**config.mk**
```make
export PLATFORM = sky130hd
export DESIGN_NAME = mac_operand_feeder
export DESIGN_NICKNAME = d
export VERILOG_FILES = /design/src/rtl/mac_operand_feeder.sv
export SDC_FILE = /design/constraint.sdc
export NUM_CORES = 1
export LEC_CHECK = 0
export BUFFER_PORTS_ARGS = -buffer_cell sky130_fd_sc_hd__clkbuf_2
export CORE_MARGIN = 10
export CORE_UTILIZATION = 55
export DETAILED_ROUTE_END_ITERATION = 8
export PLACE_DENSITY = 0.75
export SYNTH_ARGS = -nofsm -noshare
export SYNTH_HDL_FRONTEND = slang
export SYNTH_SLANG_ARGS = --single-unit
```
**constraint.sdc**
```tcl
create_clock -name clk -period 5.27 [get_ports clk]
set_clock_uncertainty 0.1 [all_clocks]
set_input_delay 0.527 -clock clk [delete_from_list [all_inputs] [get_ports clk]]
set_output_delay 0.527 -clock clk [all_outputs]
set_load 0.1 [all_outputs]
```
**src/rtl/mac_operand_feeder.sv**
```systemverilog
// rtl/mac_operand_feeder.sv - buffers (activation, weight) pairs and holds each on the bit-serial MAC for N cycles
module mac_operand_feeder #(
    parameter int DEPTH = 4,
    parameter int AW    = 8,
    parameter int WW    = 8
) (
    input  logic          clk,
    input  logic          rst,
    input  logic          in_valid,
    output logic          in_ready,
    input  logic [AW-1:0] in_act,
    input  logic [WW-1:0] in_wgt,
    input  logic          in_last,
    input  logic [1:0]    prec_level,
    output logic [AW-1:0] mac_activation,
    output logic [WW-1:0] mac_weight,
    output logic          mac_en,
    output logic [1:0]    mac_prec,
    output logic          group_done,
    output logic          busy
);

    localparam int PW = $clog2(DEPTH);
    localparam int EW = AW + WW + 1;

    typedef enum logic [1:0] {IDLE, ISSUE, PAD} state_t;

    logic [EW-1:0] mem_q [DEPTH];
    logic [PW:0]   wr_ptr_q, wr_ptr_d, rd_ptr_q, rd_ptr_d;
    state_t        state_q, state_d;
    logic [2:0]    phase_q, phase_d, bit_cnt_q, bit_cnt_d;
    logic          mac_en_q, mac_en_d, last_q, last_d, group_done_q, group_done_d;
    logic [AW-1:0] mac_act_q, mac_act_d;
    logic [WW-1:0] mac_wgt_q, mac_wgt_d;
    logic [1:0]    mac_prec_q, mac_prec_d;

    logic          empty, full, push, pop, do_decide, can_switch;
    logic [2:0]    phase_nxt;
    logic [EW-1:0] head;

    function automatic logic [2:0] last_bit(input logic [1:0] p);
        case (p)
            2'b00:   last_bit = 3'd7;
            2'b10:   last_bit = 3'd1;
            default: last_bit = 3'd3;
        endcase
    endfunction

    assign empty    = (wr_ptr_q == rd_ptr_q);
    assign full     = (wr_ptr_q[PW] != rd_ptr_q[PW]) && (wr_ptr_q[PW-1:0] == rd_ptr_q[PW-1:0]);
    assign push     = in_valid && !full;
    assign head     = mem_q[rd_ptr_q[PW-1:0]];
    assign in_ready = !full;
    assign busy     = (state_q != IDLE) || !empty;

    assign mac_activation = mac_act_q;
    assign mac_weight     = mac_wgt_q;
    assign mac_en         = mac_en_q;
    assign mac_prec       = mac_prec_q;
    assign group_done     = group_done_q;

    // Phase the MAC counter will hold after this edge; precision may only change when it is 0.
    assign phase_nxt  = mac_en_q ? phase_q + 3'd1 : phase_q;
    assign can_switch = (prec_level == mac_prec_q) || (phase_nxt == 3'd0);

    always_comb begin
        state_d      = state_q;
        phase_d      = phase_nxt;
        bit_cnt_d    = bit_cnt_q;
        mac_en_d     = mac_en_q;
        mac_act_d    = mac_act_q;
        mac_wgt_d    = mac_wgt_q;
        mac_prec_d   = mac_prec_q;
        last_d       = last_q;
        group_done_d = 1'b0;
        pop          = 1'b0;
        do_decide    = 1'b0;

        case (state_q)
            IDLE: begin
                mac_en_d = 1'b0;
                if (!empty) do_decide = 1'b1;
            end
            ISSUE: begin
                if (bit_cnt_q == last_bit(mac_prec_q)) begin
                    group_done_d = last_q;
                    if (!empty) begin
                        do_decide = 1'b1;
                    end else begin
                        state_d  = IDLE;
                        mac_en_d = 1'b0;
                    end
                end else begin
                    bit_cnt_d = bit_cnt_q + 3'd1;
                end
            end
            PAD: begin
                if (phase_nxt == 3'd0) begin
                    mac_prec_d = prec_level;
                    if (!empty) begin
                        do_decide = 1'b1;
                    end else begin
                        state_d  = IDLE;
                        mac_en_d = 1'b0;
                    end
                end
            end
            default: state_d = IDLE;
        endcase

        if (do_decide) begin
            mac_en_d = 1'b1;
            if (can_switch) begin
                mac_prec_d = prec_level;
                pop        = 1'b1;
                state_d    = ISSUE;
                bit_cnt_d  = 3'd0;
                mac_act_d  = head[AW-1:0];
                mac_wgt_d  = head[AW+WW-1:AW];
                last_d     = head[EW-1];
            end else begin
                state_d   = PAD;
                mac_act_d = '0;
                mac_wgt_d = '0;
                last_d    = 1'b0;
            end
        end

        wr_ptr_d = push ? wr_ptr_q + 1'b1 : wr_ptr_q;
        rd_ptr_d = pop  ? rd_ptr_q + 1'b1 : rd_ptr_q;
    end

    always_ff @(posedge clk) begin
        if (push) mem_q[wr_ptr_q[PW-1:0]] <= {in_last, in_wgt, in_act};
    end

    always_ff @(posedge clk) begin
        if (rst) begin
            wr_ptr_q     <= '0;
            rd_ptr_q     <= '0;
            state_q      <= IDLE;
            phase_q      <= 3'd0;
            bit_cnt_q    <= 3'd0;
            mac_en_q     <= 1'b0;
            mac_act_q    <= '0;
            mac_wgt_q    <= '0;
            mac_prec_q   <= 2'b00;
            last_q       <= 1'b0;
            group_done_q <= 1'b0;
        end else begin
            wr_ptr_q     <= wr_ptr_d;
            rd_ptr_q     <= rd_ptr_d;
            state_q      <= state_d;
            phase_q      <= phase_d;
            bit_cnt_q    <= bit_cnt_d;
            mac_en_q     <= mac_en_d;
            mac_act_q    <= mac_act_d;
            mac_wgt_q    <= mac_wgt_d;
            mac_prec_q   <= mac_prec_d;
            last_q       <= last_d;
            group_done_q <= group_done_d;
        end
    end

endmodule

```
==> results by group <==
Setup path
  • Crit path kind: reg2reg
  • Crit end category: register
  • R2R Setup Slk: 2550 ps
  • R2r endpoint: mac_weight[3]$_SDFFE_PP0P_
  • Worst Path Arrival: 2800 ps
  • Required @ worst endpoint: 5350 ps
  • CP startpoint kind: register
  • Slowest CP cell: or2_1
  • R2R depth: 7
  • Worst r2r src: state_q[0]$_SDFFE_PP0P_
  • Slowest stage delay, CP: 770 ps
  • Cell breakdown of the critical path: inv_1 > ha_1 > nand3b_1 > a31oi_4 > a311oi_4 > or2_1 > o32ai_1
  • CP max FO: 19

Synth
  • Main synth FF type: edfxtp_1
  • Most common cell in the netlist: edfxtp_1
  • Sequential-to-total area share from yosys stat: 0.628
  • Number of synthesized flops with an enable pin: 68
  • Yosys cell types: 43
  • Area leader, netlist: edfxtp_1
  • Net count after synthesis: 325
  • Top cells by area, synth: edfxtp_1 46%, dfxtp_1 17%, mux4_2 8.6%
  • Mean Syn Cell Area: 15.2 um2
  • Seq cells post-synth: 105
  • Synthesized area: 0.00443 mm2
  • Asr flop ratio synth: 0
  • Yosys top cell area share: 0.461
  • Synth top cells by count: 68 x edfxtp_1, 37 x dfxtp_1, 28 x inv_1, 22 x nand2b_1, 17 x mux4_2
  • Ys Warns: 0
  • Mapped Cells: 292

CTS
  • # resized after CTS: 0
  • Largest buffer count on any clock path: 2
  • Worst-path clk slew: 100 ps
  • Cts-stage hold buffer count: 0
  • CTS tree: yes
  • CTS sink count: 105
  • Clock Latency Late Sink: 350 ps
  • CTS H-tree depth: 3
  • Cts bufs inserted: 9
  • # Post-CTS Setup Buffers: 0
  • Root Driver: clkbuf_8

GRT
  • GRT Total Usage: 0.134
  • Initial antenna violation count: 0
  • Final global-route overflow total: 0
  • Routing usage on met1: 0.162
  • Largest net degree at the start of global routing: 56
  • Met3 Resource Use GR: 0.0322
  • Grt met2 use: 0.229
  • Vias in the first global route: 2471
  • Busiest layer in global routing: met2
  • First-pass GRT wire length: 12400 um

Worst hold path
  • Min-Delay Endpoint: mem_q[2][11]$_DFFE_PP_
  • Hold Crit Class: in2reg
  • Min-delay src: in_wgt[3]
  • Hold Path Depth: 1

Routing
  • Vias: 2381
  • First-pass iteration count of the detailed router: 4
  • # DRC: 0
  • WL/cell: 17.4 um
  • Vias per std cell: 5.40
  • Initial drt markers: 97
  • WL final: 7690 um
  • Final ANT Viol Nets: 0

Power
  • Cell Pwr Density: 557 mW/mm2
  • Static Leak: 1.72 nW
  • Worst VDD drop: 0.000242 V

Floorplan
  • # rows: 32
  • Initial Util: 0.570
  • Top Ports: 44
  • Die Wd: 110 um
  • Die Ht: 110 um
  • Core area: 0.00777 mm2
  • Die area: 0.0120 mm2

Timing
  • Fin crit share: 0.516
  • Fmax: 368 MHz
  • RSZ-0062 raised after global routing: false
  • Slew margin rel.: 0.257
  • Final hold violation count: 0
  • Setup TNS: 0 ps
  • Min Hold Slack: 291 ps
  • Worst-margin pin slew: 1110 ps
  • Slew Viols, Final: 0
  • Min Tclk post-route: 2720 ps
  • Final setup viols: 0

Cells and area
  • Filler cells: 591
  • Layout cells sized above 1: 0.286
  • Number of inserted diodes: 0
  • Layout Area Growth over Synthesis: 10.4%
  • Final nets: 367
  • Final Non-Filler Cells: 441

Placement
  • DPL Wire Length: 5170 um
  • Port Buffers: 43
  • Placed insts: 425
  • Gpl congestion: 0.771

Outcome
  • Outcome: finished, final reports clean

Job
  • Max_cap viols: 0
-- worst max-delay path by stage --
stage / startpoint / end / slack [ps] / cells past startpoint
5_1_grt: state_q[0]$_SDFFE_PP0P_ / mac_weight[2]$_SDFFE_PP0P_ / 2420 / 7
3_3_place_gp: state_q[0]$_SDFFE_PP0P_ / last_q$_SDFFE_PP0P_ / 2680 / 7
6_report: state_q[0]$_SDFFE_PP0P_ / mac_weight[3]$_SDFFE_PP0P_ / 2550 / 7
4_1_cts: state_q[0]$_SDFFE_PP0P_ / mac_weight[3]$_SDFFE_PP0P_ / 2560 / 7
2_1_floorplan: mac_prec[1]$_SDFF_PP0_ / mac_activation[0]$_SDFFE_PP0P_ / 2580 / 6
3_5_place_dp: state_q[0]$_SDFFE_PP0P_ / last_q$_SDFFE_PP0P_ / 2590 / 7
-- cell families after synthesis --
logic type | share of synthesized area
buffers and inverters | 0.0396
and+or+nand+nor | 0.0805
DFF | 0.628
xor gates and xnor gates | 0.0257
adders and majority gates | 0.0311
muxes | 0.101
AOI/OAI and AO/OA | 0.0941
-- where the power goes --
| group | switching (mW) | internal [mW] |
|---|---|---|
| clock | 0.270 | 0.180 |
| combinational | 0.866 | 0.310 |
| sequential | 0.102 | 0.996 |
| total | 1.24 | 1.49 |
-- flip-flops by register name (all words and copies together) (netlist names), named ones only --
signal / cells
mem_q: 68
group_done: 1
rd_ptr_q: 3
wr_ptr_q: 3
phase_q: 3
bit_cnt_q: 3
state_q: 2
mac_activation: 8
last_q: 1
mac_prec: 2
mac_weight: 8
mac_en: 1
-- critical path, delay by kind of cell (launching register included) --
kind / cells / cell delay (ps)
fa+ha+maj: 1 / 360
compound gates: 3 / 690
flops: 1 / 400
simple gates: 2 / 930
buf+inv: 1 / 80
-- per-layer routing --
metal	vias up	share of wire
li1	1169	-
met1	1177	0.44
met2	30	0.51
met3	5	0.042
met4	0	0.0069
met5	-	0
-- metrics by stage --
stage          utilization  instance area, um2  power [mW]  setup WS [ps]
6_report             0.629                4890        2.72           2550
5_1_grt              0.629                4890        2.85           2420
4_1_cts              0.629                4890        2.75           2560
3_5_place_dp         0.606                4710        2.31           2590
3_3_place_gp         0.606                4710        2.28           2680
2_1_floorplan            -                4430        2.12           2580
-- layout by cell type (no fill, tap or decap), types with 2 or more instances in the layout --
master / n
clkbuf_2: 43
dfxtp_1: 37
nor2b_1: 3
a21oi_1: 5
clkbuf_8: 9
ha_1: 11
nor2_2: 2
clkinv_4: 2
o221ai_1: 2
mux2_2: 2
nor2_1: 11
xnor2_1: 6
nand3b_1: 2
o32ai_2: 11
and2_1: 4
xor2_1: 7
nand3_1: 2
mux4_2: 17
inv_6: 2
nor3_1: 5
nand2b_1: 22
edfxtp_1: 68
o32ai_1: 6
nand2_1: 4
o31ai_1: 2
o21ai_0: 3
mux2i_1: 4
inv_1: 28
-- area by class of cell --
class / instances / area, um2 / area share
sequential: 105 / 2780 / 0.569
multi-input combinational: 146 / 1470 / 0.301
timing repair buffer: 44 / 223 / 0.0456
clock buffer: 10 / 128 / 0.0261
tap: 102 / 128 / 0.0261
inverter: 28 / 105 / 0.0215
clock inverter: 6 / 51.3 / 0.0105
(Power assumes the default switching activity.)
